## src/rtl/if_prefetch.sv

```systemverilog
// Instruction-fetch stage: PC generation, synchronous ROM request and a DEPTH-entry prefetch queue.
// A redirect flushes the queue and discards the ROM read that is still in flight.
module if_prefetch #(
  parameter int unsigned     PC_W     = 32,
  parameter int unsigned     IMEM_AW  = 6,
  parameter int unsigned     DEPTH    = 4,
  parameter logic [PC_W-1:0] RESET_PC = '0
) (
  input  logic                       clk_i,
  input  logic                       reset_i,
  input  logic                       redirect_i,
  input  logic [PC_W-1:0]            redirect_pc_i,
  output logic                       imem_req_o,
  output logic [IMEM_AW-1:0]         imem_addr_o,
  input  logic [31:0]                imem_rdata_i,
  output logic                       out_valid_o,
  input  logic                       out_ready_i,
  output logic [31:0]                out_inst_o,
  output logic [PC_W-1:0]            out_pc_o,
  output logic [PC_W-1:0]            out_pc4_o,
  output logic                       if_flush_o,
  output logic [$clog2(DEPTH+1)-1:0] level_o
);

  localparam int unsigned     PTR_W      = $clog2(DEPTH);
  localparam int unsigned     LVL_W      = $clog2(DEPTH+1);
  localparam logic [LVL_W:0]  DEPTH_C    = (LVL_W+1)'(DEPTH);
  localparam logic [PC_W-1:0] PC_STEP    = PC_W'(4);
  localparam logic [PC_W-1:0] ALIGN_MASK = ~(PC_W'(3));

  logic [PC_W-1:0]  fetch_pc_q, fetch_pc_d;
  logic [PC_W-1:0]  req_pc_q, req_pc_d;
  logic             inflight_q, inflight_d;
  logic [LVL_W-1:0] level_q, level_d;
  logic [PTR_W-1:0] rd_ptr_q, rd_ptr_d;
  logic [PTR_W-1:0] wr_ptr_q, wr_ptr_d;
  logic [31:0]      hold_inst_q, hold_inst_d;
  logic [PC_W-1:0]  hold_pc_q, hold_pc_d;

  logic [31:0]      inst_mem_q [DEPTH];
  logic [PC_W-1:0]  pc_mem_q   [DEPTH];

  logic             not_empty;
  logic             pop;
  logic             push;
  logic             issue;
  logic [LVL_W:0]   occupancy;
  logic [31:0]      head_inst;
  logic [PC_W-1:0]  head_pc;

  // Credit check counts the in-flight read so a push can never overflow the queue.
  always_comb begin
    not_empty = (level_q != '0);
    head_inst = inst_mem_q[rd_ptr_q];
    head_pc   = pc_mem_q[rd_ptr_q];
    pop       = not_empty & out_ready_i & ~redirect_i;
    push      = inflight_q & ~redirect_i;
    occupancy = {1'b0, level_q} + (LVL_W+1)'(inflight_q) - (LVL_W+1)'(pop);
    issue     = reset_i & ~redirect_i & (occupancy < DEPTH_C);
  end

  always_comb begin
    fetch_pc_d  = fetch_pc_q;
    req_pc_d    = req_pc_q;
    inflight_d  = issue;
    level_d     = level_q;
    rd_ptr_d    = rd_ptr_q;
    wr_ptr_d    = wr_ptr_q;
    hold_inst_d = hold_inst_q;
    hold_pc_d   = hold_pc_q;
    if (not_empty) begin
      hold_inst_d = head_inst;
      hold_pc_d   = head_pc;
    end
    if (redirect_i) begin
      fetch_pc_d = redirect_pc_i & ALIGN_MASK;
      level_d    = '0;
      rd_ptr_d   = '0;
      wr_ptr_d   = '0;
    end else begin
      if (issue) begin
        req_pc_d   = fetch_pc_q;
        fetch_pc_d = fetch_pc_q + PC_STEP;
      end
      if (push) wr_ptr_d = wr_ptr_q + PTR_W'(1);
      if (pop)  rd_ptr_d = rd_ptr_q + PTR_W'(1);
      level_d = level_q + LVL_W'(push) - LVL_W'(pop);
    end
  end

  always_ff @(posedge clk_i or negedge reset_i) begin
    if (!reset_i) begin
      fetch_pc_q  <= RESET_PC;
      req_pc_q    <= '0;
      inflight_q  <= 1'b0;
      level_q     <= '0;
      rd_ptr_q    <= '0;
      wr_ptr_q    <= '0;
      hold_inst_q <= '0;
      hold_pc_q   <= '0;
    end else begin
      fetch_pc_q  <= fetch_pc_d;
      req_pc_q    <= req_pc_d;
      inflight_q  <= inflight_d;
      level_q     <= level_d;
      rd_ptr_q    <= rd_ptr_d;
      wr_ptr_q    <= wr_ptr_d;
      hold_inst_q <= hold_inst_d;
      hold_pc_q   <= hold_pc_d;
    end
  end

  // Queue storage needs no reset: only entries covered by level_q are ever shown.
  always_ff @(posedge clk_i) begin
    if (push) begin
      inst_mem_q[wr_ptr_q] <= imem_rdata_i;
      pc_mem_q[wr_ptr_q]   <= req_pc_q;
    end
  end

  always_comb begin
    imem_req_o  = issue;
    imem_addr_o = fetch_pc_q[IMEM_AW+1:2];
    out_valid_o = not_empty;
    out_inst_o  = not_empty ? head_inst : hold_inst_q;
    out_pc_o    = not_empty ? head_pc : hold_pc_q;
    out_pc4_o   = out_pc_o + PC_STEP;
    if_flush_o  = redirect_i;
    level_o     = level_q;
  end

endmodule

```

## config.mk

```make
export PLATFORM = sky130hd
export DESIGN_NAME = if_prefetch
export DESIGN_NICKNAME = d
export VERILOG_FILES = /design/src/rtl/if_prefetch.sv
export SDC_FILE = /design/constraint.sdc
export NUM_CORES = 1
export LEC_CHECK = 0
export ABC_CLOCK_PERIOD_IN_PS = 3600
export CAP_MARGIN = 20
export CORE_MARGIN = 2
export CORE_UTILIZATION = 51
export DETAILED_ROUTE_END_ITERATION = 8
export PLACE_DENSITY_LB_ADDON = 0.3
export SYNTH_ARGS = -nofsm -noshare
export SYNTH_HDL_FRONTEND = slang
export SYNTH_SLANG_ARGS = --single-unit
```

## constraint.sdc

```tcl
create_clock -name clk_i -period 3.6 [get_ports clk_i]
set_input_delay 0.72 -clock clk_i [delete_from_list [all_inputs] [get_ports clk_i]]
set_output_delay 0.72 -clock clk_i [all_outputs]
set_load 0.005 [all_outputs]
```

==> summary.txt <==
CTS
  – Longest Clk Path Bufs: 3
  – CTS buffer count: 40
  – Clock slew at reported path FFs: 60 ps
  – Clock H-tree levels: 2
  – Root Buffer: clkbuf_16
  – TritonCTS clock tree: done
  – Number of clock sinks: 380
  – Clk Latency, worst-skew pair: approximately 530 ps

Cells and area
  – Final cell area excluding filler cells: ~20000 um2
  – Area delta synth->final: 29.85%
  – Multi-input logic area: 4875 um2
  – Reg area: roughly 11000 um2
  – # nets final: between 1k and 1.5k
  – Util after Layout: 67.00%
  – Fraction of layout cells with a size suffix above 1: 26.36%
  – Most frequent cells in the layout: nand2_1 (265), edfxtp_1 (248), clkdlybuf4s50_1 (141)
  – Fill cells: between 2k and 2.5k
  – Commonest non-fill, non-tap cell in the layout: nand2_1
  – N_diodes: 0

Power
  – Combinational Power Share: between 40% and 50%
  – Leakage: 7.919 nW
  – Cell Pwr Density: 901.1 nW/um2
  – Clk pwr share: 22.5%
  – P_sw: between 6 and 7 mW
  – Seq pwr share: 33.5%
  – Int Power: 12.19 mW
  – Peak supply drop: between 0.0004 and 0.0005 V
  – Net Sw Frac: 33.63%

GRT
  – Remaining Overflow, GRT: 0
  – Vias in the first global route: slightly above 10k
  – Overall Global Routing Usage: a little over a fifth
  – First-pass GRT wire length: 55.90 mm
  – Largest net degree at the start of global routing: 60
  – Initial antenna violation count: 0

Route
  – Vias: ~9.7k
  – DRC: 0
  – Pre-antenna DRT Iters: 5
  – Via density: 5.461
  – ANT nets after route: 0
  – Final WL: 35.58 mm
  – WL per Instance: approximately 20 um
  – Iteration-0 DRC Markers: about 790

STA
  – Final setup fails: 44
  – Tcrit/Tclk final: 105.9%
  – Minimum clock period: approximately 3800 ps
  – Max Clock Skew: 12.84 ps
  – Normalized max-slew margin: between 50% and 60%
  – Worst slew pin tran: 738.0 ps
  – Final Hold Vio Count: 0
  – Final Worst Setup Slack: -213.6 ps
  – Fmax: 262.2 MHz
  – RSZ-0062 raised after global routing: true
  – Setup total negative slack: -2988 ps
  – Fin. max-slew vios: 0

Critical path
  – Worst reg2reg path depth: 13
  – CP max stage delay: 570 ps
  – Worst setup SP type: flop
  – Kind of critical path: flop to primary output
  – Critical Path AT: 3090 ps
  – Reg-to-reg endpoint: fetch_pc_q[23]
  – Slowest-stage cell, CP: dfrtp_4
  – Reg2reg start: level_o[0]
  – Reg-to-reg slack, setup: 290 ps
  – Worst path cell trace: buf_16 > mux4_2 > nand3_4 > a211oi_4 > nand2_8 > buf_12 > nor2_4 > buf_6 > nand4_4 > xnor2_2 > buf_2
  – Worst Setup End Kind: primary output
  – Crit Path Max Fanout: 7
  – WP data required: between 2000 and 3000 ps

Run status
  – Failing checks: negative setup slack
  – Outcome: finished with violations

Hold path
  – Hold/Removal Path Class: input pin to asynchronous set/reset pin

Synthesis
  – YS warnings: 0
  – Syn Inst Count: roughly 1.1k
  – Synth Net Count: 1138
  – Syn avg cell area: around 15 um2
  – Asr flop ratio synth: a little over a third
  – Count of cell types in the netlist: 63
  – Post-synthesis sequential area ratio: 68.47%
  – #FFs+latches synth: 380
  – Post-synth EDFFs: 248
  – Main flop type after synthesis: edfxtp_1
  – Netlist Area Pre-Place: about 16000 um2

Flow run
  – Max Cap Viol: 0

Placement
  – Place WS: -139.5 ps
  – Detailed placement HPWL: 21.11 mm
  – Placed Area: 18210 um2
  – PortBufs: 173
  – Placer congestion estimate: about 0.81

Floorplanning
  – Initial Utilization: 51.60%
  – Die width: 179.5 um
  – # rows: 64
  – Die area: around 32000 um2
  – Die Height: 179.5 um
  – Core area: about 30000 um2
  – I/O pin count: 176
power groups by stage:
stage | Sequential, mW | Clock (mW) | Combinational, mW
2_1_floorplan | 6.00 | 0 | 3.57
3_3_place_gp | 6.14 | 0 | 7.27
3_5_place_dp | 6.19 | 0 | 7.36
4_1_cts | 6.14 | 4.20 | 7.73
5_1_grt | 6.24 | 4.38 | 8.72
6_report | 6.15 | 4.13 | 8.10
synthesized netlist by cell type, types with 4 or more instances:
cell      count  area (um2)
buf_1         9       33.78
a21oi_1       6       30.03
buf_4        12       90.09
nand2_1     274        1028
nor3_1        8       40.04
and3_1        8       50.05
xnor2_1      28       245.2
nand3_1      27       135.1
mux4_1       12       315.3
o211ai_1      4       30.03
mux4_2       50        1126
a221o_1       6       60.06
nor4_1        6       37.54
nor2_1       18       67.56
nand4_1       6       37.54
ha_1          9       112.6
edfxtp_1    248        7447
and2_1        8       50.05
dfrtp_1     132        3303
clkbuf_1     14       52.55
inv_1        22       82.58
or3_1         4       25.02
o21ai_1       6       30.03
mux2i_1      10       100.1
xor2_1       13       113.9
o311ai_0     16       140.1
buf_2        16       80.08
mux2_2        5       56.30
nor3b_1       5       37.54
o21ai_0      18       90.09
sequential cells by signal (all words and copies together) (netlist names):
register / count
rd_ptr_q: 2
hold_inst_q: 32
inflight_q: 1
level_o: 3
hold_pc_q: 32
wr_ptr_q: 2
inst_mem_q: 128
pc_mem_q: 120
fetch_pc_q: 30
req_pc_q: 30
final cells by class:
class	count	area share, %
tap	396	2.430
multi-input combinational	600	23.91
inverter	25	0.4603
sequential	380	52.75
clock inverter	23	1.111
clock buffer	51	5.468
timing repair buffer	302	13.87
cell families (layout without fill, tap and decap cells):
logic type,count (synthesis),count (layout),synth area share (%)
AO/OA/AOI/OAI,72,72,3.522
XOR/XNOR,43,43,2.494
adder cells (fa/ha/maj),10,10,0.8447
buffers and inverters,80,401,2.630
flip-flops,380,380,68.47
multiplexers,80,80,10.46
AND/OR/NAND/NOR,395,395,11.58
per-layer routing:
layer / global-route usage [%] / up-vias / share of wire (%)
met5: 0 / - / 0
met4: 5.203 / 0 / 2.0
met3: 3.464 / 54 / 5.9
met2: 35.72 / 326 / 48
met1: 31.61 / 4864 / 44
li1: - / 4461 / -
how the worst max path moves through the flow:
stage                      startpoint       endpoint  slack [ps]
final                     rd_ptr_q[0]  out_pc4_o[22]        -210
after global routing      rd_ptr_q[0]  out_pc4_o[22]        -310
after CTS                 rd_ptr_q[0]  out_pc4_o[22]        -200
after detailed placement  out_ready_i     imem_req_o        -140
after global placement    out_ready_i     imem_req_o        -140
after floorplan            level_o[1]     imem_req_o           2
worst max-delay path, delay by kind of cell, from the launching register on:
| kind | cells | cell delay, ps |
|---|---|---|
| muxes | 1 | 460 |
| xor gates and xnor gates | 1 | 140 |
| DFF | 1 | 570 |
| and+or+nand+nor | 4 | 400 |
| buffers and inverters | 4 | 580 |
| AOI/OAI and AO/OA | 1 | 400 |
timing repair:
item	CTS	global route
pin swaps	37	38
buffers inserted	45	18
gates cloned	3	1
gates resized for setup	169	41
hold buffers	0	0
endpoints found under the setup margin	31	64
metrics by stage:
| stage | power [mW] | cells | hold slack (ps) |
|---|---|---|---|
| finish | 18.37 | 1777 | 26.77 |
| global route | 19.34 | 1777 | 17.12 |
| CTS | 18.06 | 1763 | 8.310 |
| detailed placement | 13.55 | 1643 | 452.1 |
| global placement | 13.41 | 1643 | 444.3 |
| floorplan | 9.567 | 1060 | 424.4 |
Power figures use the tool's default switching activity.
